File: src/rtl/apb_master.sv
// apb_master: single-outstanding APB master bridging a command/response
// handshake onto APB (IDLE -> SETUP -> ACCESS -> RESP).
// Optional build macro APB_MASTER_TIMEOUT_EN adds an ACCESS-phase timeout
// that aborts a transfer after TIMEOUT_CYC cycles with pready low.
module apb_master #(
    parameter int ADDR_W      = 12,
    parameter int DATA_W      = 32,
    parameter int TIMEOUT_CYC = 16
) (
    input  logic                  pclk,
    input  logic                  preset,

    input  logic                  cmd_valid,
    output logic                  cmd_ready,
    input  logic                  cmd_write,
    input  logic [ADDR_W-1:0]     cmd_addr,
    input  logic [DATA_W-1:0]     cmd_wdata,
    input  logic [DATA_W/8-1:0]   cmd_strb,

    output logic                  rsp_valid,
    input  logic                  rsp_ready,
    output logic [DATA_W-1:0]     rsp_rdata,
    output logic                  rsp_err,

    output logic                  psel,
    output logic                  penable,
    output logic                  pwrite,
    output logic [ADDR_W-1:0]     paddr,
    output logic [DATA_W-1:0]     pwdata,
    output logic [DATA_W/8-1:0]   pstrb,
    input  logic [DATA_W-1:0]     prdata,
    input  logic                  pready,
    input  logic                  pslverr
);

    localparam int STRB_W = DATA_W / 8;

    typedef enum logic [1:0] {
        IDLE,
        SETUP,
        ACCESS,
        RESP
    } state_t;

    state_t state;

`ifdef APB_MASTER_TIMEOUT_EN
    localparam int CNT_W = $clog2(TIMEOUT_CYC + 1);
    logic [CNT_W-1:0] to_cnt;
`else
    // Without the timeout build TIMEOUT_CYC has no effect; this empty
    // block only keeps the parameter referenced.
    if (TIMEOUT_CYC < 1) begin : g_timeout_unused
    end
`endif

    // Transfer sequencer: state, APB outputs, and response capture all registered.
    always_ff @(posedge pclk) begin
        if (preset) begin
            state     <= IDLE;
            cmd_ready <= 1'b1;
            psel      <= 1'b0;
            penable   <= 1'b0;
            pwrite    <= 1'b0;
            paddr     <= '0;
            pwdata    <= '0;
            pstrb     <= '0;
            rsp_valid <= 1'b0;
            rsp_rdata <= '0;
            rsp_err   <= 1'b0;
`ifdef APB_MASTER_TIMEOUT_EN
            to_cnt    <= '0;
`endif
        end else begin
            case (state)
                IDLE: begin
                    if (cmd_valid && cmd_ready) begin
                        state     <= SETUP;
                        cmd_ready <= 1'b0;
                        psel      <= 1'b1;
                        pwrite    <= cmd_write;
                        paddr     <= cmd_addr;
                        // Reads drive zero data and zero strobes on the bus.
                        pwdata    <= cmd_write ? cmd_wdata : '0;
                        pstrb     <= cmd_write ? cmd_strb : {STRB_W{1'b0}};
                    end
                end

                SETUP: begin
                    state   <= ACCESS;
                    penable <= 1'b1;
`ifdef APB_MASTER_TIMEOUT_EN
                    to_cnt  <= '0;
`endif
                end

                ACCESS: begin
                    if (pready) begin
                        state     <= RESP;
                        psel      <= 1'b0;
                        penable   <= 1'b0;
                        rsp_valid <= 1'b1;
                        rsp_rdata <= pwrite ? '0 : prdata;
                        rsp_err   <= pslverr;
                    end
`ifdef APB_MASTER_TIMEOUT_EN
                    // The current wait cycle brings the count to TIMEOUT_CYC: abort.
                    else if (to_cnt == CNT_W'(TIMEOUT_CYC - 1)) begin
                        state     <= RESP;
                        psel      <= 1'b0;
                        penable   <= 1'b0;
                        rsp_valid <= 1'b1;
                        rsp_rdata <= '0;
                        rsp_err   <= 1'b1;
                    end else begin
                        to_cnt    <= to_cnt + 1'b1;
                    end
`endif
                end

                RESP: begin
                    if (rsp_ready) begin
                        state     <= IDLE;
                        rsp_valid <= 1'b0;
                        cmd_ready <= 1'b1;
                    end
                end

                default: begin
                    state <= IDLE;
                end
            endcase
        end
    end

endmodule

File: config.mk
export PLATFORM = sky130hd
export DESIGN_NAME = apb_master
export DESIGN_NICKNAME = d
export VERILOG_FILES = /design/src/rtl/apb_master.sv
export SDC_FILE = /design/constraint.sdc
export NUM_CORES = 1
export LEC_CHECK = 0
export BUFFER_PORTS_ARGS = -buffer_cell sky130_fd_sc_hd__clkbuf_2
export CAP_MARGIN = 25
export CORE_ASPECT_RATIO = 0.8
export CORE_UTILIZATION = 38
export CTS_CLUSTER_SIZE = 8
export DETAILED_ROUTE_END_ITERATION = 16
export PLACE_DENSITY = 0.77
export SLEW_MARGIN = 15
export SYNTH_ARGS = -nofsm -noshare
export SYNTH_HDL_FRONTEND = slang
export SYNTH_SLANG_ARGS = --single-unit
File: constraint.sdc
create_clock -name pclk -period 2.1 [get_ports pclk]
set_clock_uncertainty 0.15 [all_clocks]
set_input_delay 0.42 -clock pclk [delete_from_list [all_inputs] [get_ports pclk]]
set_output_delay 0.42 -clock pclk [all_outputs]
set_load 0.02 [all_outputs]
==> results of run 1 <==
==> registers in the layout (all words and copies together) (netlist names), 2 cells and up <==
name / cells
pwdata: 32
rsp_rdata: 32
paddr: 12
pstrb: 4
state: 2
==> power groups by stage <==
stage	Sequential, W	Clock, W	Combinational, W
floorplan	0.00232	0	0.000995
global placement	0.00206	0	0.00164
detailed placement	0.00208	0	0.00168
CTS	0.00204	0.00167	0.00170
global route	0.00207	0.00173	0.00186
finish	0.00204	0.00161	0.00169
==> cell usage after synthesis <==
library cell | count | area [sq um]
a211oi_1 | 1 | 7.51
a21boi_0 | 1 | 7.51
a21boi_1 | 1 | 7.51
a21oi_1 | 75 | 375
a21oi_2 | 10 | 87.6
and3_1 | 1 | 6.26
buf_1 | 1 | 3.75
buf_12 | 2 | 40.0
buf_2 | 15 | 75.1
buf_4 | 2 | 15.0
buf_6 | 4 | 45.0
clkbuf_1 | 15 | 56.3
dfxtp_1 | 88 | 1760
ha_1 | 7 | 87.6
inv_1 | 4 | 15.0
mux2_2 | 1 | 11.3
mux2i_1 | 2 | 20.0
nand2_1 | 96 | 360
nand2_2 | 3 | 18.8
nand2b_1 | 1 | 6.26
nand3_1 | 38 | 190
nand4b_1 | 32 | 280
nor2_1 | 2 | 7.51
nor2b_1 | 2 | 12.5
nor3_1 | 1 | 5.00
o21a_1 | 1 | 7.51
o21ai_0 | 2 | 10.0
o21bai_1 | 1 | 7.51
o311ai_0 | 1 | 8.76
o31ai_1 | 1 | 7.51
or3_1 | 1 | 6.26
or4_1 | 1 | 7.51
==> final timing paths <==
path / end / slack (ns) / cells after the start
min reg2reg: pwdata[6] / 0.30 / 2
max: state[0] / 0.23 / 5
max reg2reg: state[0] / 0.23 / 5
min: paddr[8] / 0.16 / 3
==> cells by family after synthesis <==
group	after synthesis	synth area share, %
adders and majority gates	7	2.46
DFF	88	49.5
muxes	3	0.879
AOI/OAI and AO/OA	94	14.8
and+or+nand+nor	178	25.3
buffers and inverters	43	7.03
==> cells in the final DEF (no fill, tap or decap), drive strengths merged, types with 2 or more instances in the layout <==
master  count
nand3      38
nor2b       2
buf        11
clkinv      2
nor2        2
nand4b     32
inv         4
nand2      99
a21boi      2
o21ai       2
mux2i       2
dfxtp      88
clkbuf    183
ha          7
a21oi      85
==> area by class of cell <==
| cell class | count | area share (%) |
|---|---|---|
| inverters | 4 | 0.316 |
| well taps | 115 | 3.03 |
| flip-flops and latches | 88 | 37.1 |
| clock inverters | 3 | 0.842 |
| clock buffers | 12 | 5.61 |
| multi-input cells | 282 | 32.7 |
| repair buffers | 182 | 20.5 |
==> layer usage <==
metal | part of all wire [%] | GRT usage, %
met1 | 44 | 22.5
met2 | 51 | 32.3
met3 | 4.0 | 4.34
met4 | 1.7 | 7.89
met5 | 0 | 0
==> through the flow <==
stage,total power (W),cells,util [%]
final,0.00534,686,52.4
after global routing,0.00566,686,52.4
after CTS,0.00541,686,52.4
after detailed placement,0.00376,671,49.0
after global placement,0.00370,671,49.0
after floorplan,0.00332,413,-
==> worst register-to-register path: cells and delay by family, from the launching register on <==
family / cells / cell delay (ns)
AO/OA/AOI/OAI: 2 / 0.28
adder cells (fa/ha/maj): 1 / 0.29
buffers and inverters: 1 / 0.13
flip-flops: 1 / 0.39
AND/OR/NAND/NOR: 1 / 0.53
==> impl_metrics.py, run 1 <==
metrics = {
    "status": {
        "status": "complete, no violations",
    },
    "clock_tree": {
        "numCtsBuffers": 9,
        "cts_tree": "built",
        "root_buffer": "clkbuf_16",
        "htreeDepth": 3,
        "clk_latency_ns": 0.33,
        "clock_sinks": 88,
        "clk_pin_slew_ns": 0.06,
        "postCtsHoldBufs": 0,
        "cts.repair.resized": 0,
        "cts_setup_buffers": 0,
        "cts_buffer_depth": 2,
    },
    "place": {
        "pre_cts_ws_ns": 0.238,
        "dp_hpwl_mm": 6.61,
        "placedInstanceArea_sq_um": 4450,
        "place_congestion": 0.740,
        "io_buffers": 172,
    },
    "global_routing": {
        "antenna_found_initial": 0,
        "grt_pass1_vias": 3009,
        "grt_first_pass_wirelength_mm": 14.1,
        "grt_overflow": 0,
        "grt_usage_pct": 18.7,
        "grt_max_degree": 50,
    },
    "setup_path": {
        "worstSetupStartpoint": "state[0]",
        "worstPathRequired_ns": 2.17,
        "crit_path_top_delay_cell": "or4_1",
        "reg2reg_from": "state[0]",
        "crit_arrival_ns": 1.94,
        "critical-path-top-delay-family": "simple AND/OR/NAND/NOR gates",
        "crit_buf_inv": 1,
        "worstSetupEndpointType": "flip-flop",
        "path_cells": "inv_1 > ha_1 > a21boi_1 > or4_1 > o31ai_1",
        "cpPeakStageDelay_ns": 0.53,
        "critPathKind": "flip-flop to flip-flop",
        "crit_path_start_kind": "flip-flop",
        "cp_max_fo": 6,
    },
    "routing": {
        "routed_wl_mm": 9.66,
        "ant_nets": 0,
        "drt-pass1-iter-count": 5,
        "drt_iter0_drc": 226,
        "drc": 0,
        "wl_per_cell_microns": 14.1,
        "via_per_inst": 5.07,
        "vias": 3479,
    },
    "power": {
        "leakagePower_nw": 2.04,
        "p_clk_share_pct": 30.2,
        "powerDensity_nw_per_um2": 1120,
        "swShare_pct": 34.3,
        "internal_power_w": 0.00351,
        "ir_worst_vdd_uv": 581,
        "pwr-share-seq_pct": 38.2,
        "power.switching_w": 0.00183,
        "power_frac_comb_pct": 31.6,
    },
    "die": {
        "coreArea_sq_um": 9080,
        "ios": 173,
        "dieArea_sq_um": 9760,
        "start_util_pct": 39.2,
        "die_w_microns": 110,
        "num_rows": 31,
        "dieHeight_microns": 88.6,
    },
    "timing": {
        "finalSetupTns_ns": 0,
        "hold-worst-slack_ns": 0.163,
        "max_freq_ghz": 0.535,
        "period_share_pct": 89.0,
        "relSlewSlack_pct": 63.0,
        "report.final.slew_viol_count": 0,
        "hold_violations": 0,
        "period_needed_ns": 1.87,
        "rsz0062_at_grt": "no",
        "worst_slew_pin_slew_ns": 0.555,
        "finalSetupViolCount": 0,
        "worst_slack_ns": 0.230,
    },
    "layout": {
        "fill_cells": 861,
        "design_area_sq_um": 4750,
        "drive_above_1_share_pct": 37.3,
        "multi_input_area_sq_um": 1550,
        "nets": 661,
        "area_growth_pct": 33.6,
        "final-seq-area_sq_um": 1760,
        "num_antenna_cells": 0,
    },
    "logic_synthesis": {
        "synth_warnings": 0,
        "syn_inst": 413,
        "ys_seq_elements": 88,
        "syn_area_sq_um": 3560,
        "synth_cell_types": 32,
        "ys_seq_area_share_pct": 49.5,
        "syn-num-nets": 507,
        "avgSynthCellArea_sq_um": 8.62,
    },
    "worst_hold_path": {
        "hold_path.class": "input pin to flip-flop",
        "min-delay-start": "cmd_addr[8]",
    },
    "flow_run": {
        "drv_cap": 0,
    },
}
(Power assumes the default switching activity.)
==> inputs of run 2 (changes only) <==
--- a/config.mk
+++ b/config.mk
@@ -12,6 +12,7 @@
 export CTS_CLUSTER_SIZE = 8
 export DETAILED_ROUTE_END_ITERATION = 16
 export PLACE_DENSITY = 0.77
+export RECOVER_POWER = 25
 export SLEW_MARGIN = 15
 export SYNTH_ARGS = -nofsm -noshare
 export SYNTH_HDL_FRONTEND = slang
==> constraint.sdc (replaced) <==
create_clock -name pclk -period 2 [get_ports pclk]
set_clock_uncertainty 0.15 [all_clocks]
set_input_delay 0.4 -clock pclk [delete_from_list [all_inputs] [get_ports pclk]]
set_output_delay 0.4 -clock pclk [all_outputs]
set_load 0.02 [all_outputs]
==> impl_metrics.py, run 2 (same netlist as run 1, synthesis figures left out) <==
metrics = {
    "routing": {
        "top_layer_used": "met4",
        "ant_nets": 0,
        "drt_iter0_drc": 277,
        "wl_met2_mm": 4.89,
        "routed_wl_mm": 9.60,
        "drt-pass1-iter-count": 5,
        "m1WireLength_mm": 4.14,
        "drc": 0,
        "via_per_inst": 5.03,
        "vias": 3449,
        "wl_per_cell_microns": 14.0,
        "routed-wl-met3_microns": 426,
    },
    "setup_path": {
        "crit_buf_inv": 1,
        "cp_max_fo": 6,
        "cpPeakStageDelay_ns": 0.53,
        "critPathKind": "flip-flop to flip-flop",
        "crit_arrival_ns": 1.92,
        "worstPathRequired_ns": 2.09,
        "crit_path_top_delay_cell": "or4_1",
        "critical-path-top-delay-family": "simple AND/OR/NAND/NOR gates",
        "crit_path_start_kind": "flip-flop",
        "worstSetupEndpointType": "flip-flop",
        "path_cells": "inv_1 > ha_1 > a21boi_1 > or4_1 > o31ai_1",
    },
    "clock_tree": {
        "clk_pin_slew_ns": 0.06,
        "cts_buffer_depth": 2,
        "root_buffer": "clkbuf_16",
        "clock_sinks": 88,
        "numCtsBuffers": 9,
        "clk_latency_ns": 0.32,
        "cts_tree": "built",
        "htreeDepth": 3,
        "postCtsHoldBufs": 0,
    },
    "power": {
        "leakagePower_nw": 1.90,
        "internal_power_w": 0.00383,
        "power.switching_w": 0.00192,
        "powerDensity_nw_per_um2": 1220,
        "pwr-share-seq_pct": 37.3,
        "power_frac_comb_pct": 30.8,
        "swShare_pct": 33.3,
        "p_clk_share_pct": 31.9,
        "ir_worst_vdd_uv": 813,
    },
    "layout": {
        "nets": 662,
        "num_antenna_cells": 0,
        "layout_common_cells": "128 x clkbuf_2, 96 x nand2_1, 88 x dfxtp_1",
        "reg.largest.list": "pwdata: 32 flops, rsp_rdata: 32 flops, paddr: 12 flops",
        "area_growth_pct": 32.9,
        "layout_commonest_cell": "clkbuf_2",
        "fin_cells": 686,
        "drive_above_1_share_pct": 29.6,
    },
    "die": {
        "dieHeight_microns": 88.6,
        "ios": 173,
        "dieArea_sq_um": 9760,
        "coreArea_sq_um": 9080,
        "num_rows": 31,
        "start_util_pct": 39.2,
        "die_w_microns": 110,
    },
    "timing": {
        "report.final.slew_viol_count": 0,
        "relSlewSlack_pct": 64.1,
        "period_needed_ns": 1.83,
        "finalSetupTns_ns": 0,
        "period_share_pct": 91.6,
        "rsz0062_at_grt": "no",
        "hold_violations": 0,
        "max_freq_ghz": 0.546,
        "worst_slew_pin_slew_ns": 0.538,
        "finalSetupViolCount": 0,
    },
    "global_routing": {
        "grt_usage_pct": 18.7,
        "grt_pass1_vias": 3117,
        "antenna_found_initial": 0,
        "grt_max_degree": 49,
        "grt_first_pass_wirelength_mm": 14.2,
        "grt_overflow": 0,
    },
    "place": {
        "dp_hpwl_mm": 6.78,
        "placed_cells": 672,
        "place_congestion": 0.733,
        "io_buffers": 172,
    },
    "worst_hold_path": {
        "hold_path.class": "input pin to flip-flop",
    },
    "status": {
        "status": "complete, no violations",
    },
    "flow_run": {
        "drv_cap": 0,
    },
}
==> run 2: timing repair <==
action,CTS,global route
setup buffers,0,0
gates resized for setup,0,1
endpoints found under the setup margin,0,1
==> run 2: path summary, 6_finish.rpt <==
| kind | startpoint | to | slack, ns | depth (start not counted) |
|---|---|---|---|---|
| max reg2reg | state[0] | state[0] | 0.17 | 5 |
| min | cmd_addr[0] | paddr[0] | 0.15 | 3 |
| min reg2reg | rsp_rdata[11] | rsp_rdata[11] | 0.30 | 2 |
| max | state[0] | state[0] | 0.17 | 5 |
==> run 2: layer usage <==
metal  vias to the layer above  track usage (%)
met3                        10             4.79
met1                      1622             20.7
li1                       1723                -
met4                         0             7.30
met5                         -                0
met2                        94             34.3
==> run 2: cell type report <==
class	count	area (sq um)
tap	115	144
clock inverter	4	95.1
inverter	4	15.0
multi-input combinational	282	1560
timing repair buffer	183	927
sequential	88	1760
clock buffer	10	229
fill	895	4350
==> run 2: tightest hold or removal path: cells and delay by family <==
family,cells,cell delay [ns]
compound gates,1,0.05
buf+inv,1,0.08
simple gates,1,0.05
==> run 2: stage by stage <==
| stage | utilization [%] | setup slack (ns) | hold slack [ns] | area (sq um) | power, W |
|---|---|---|---|---|---|
| finish | 52.1 | 0.167 | 0.147 | 4730 | 0.00575 |
| global route | 52.1 | 0.0620 | 0.135 | 4730 | 0.00607 |
| CTS | 52.6 | 0.0988 | 0.134 | 4780 | 0.00582 |
| detailed placement | 49.1 | 0.113 | 0.292 | 4450 | 0.00397 |
| global placement | 49.1 | 0.230 | 0.287 | 4450 | 0.00391 |
| floorplan | - | 0.324 | 0.348 | 3560 | 0.00348 |
==> run 2: power by group through the flow <==
stage	Clock, W	Sequential, W	Combinational [W]
6_report	0.00183	0.00214	0.00177
5_1_grt	0.00195	0.00217	0.00195
4_1_cts	0.00188	0.00215	0.00180
3_5_place_dp	0	0.00218	0.00179
3_3_place_gp	0	0.00217	0.00174
2_1_floorplan	0	0.00244	0.00104
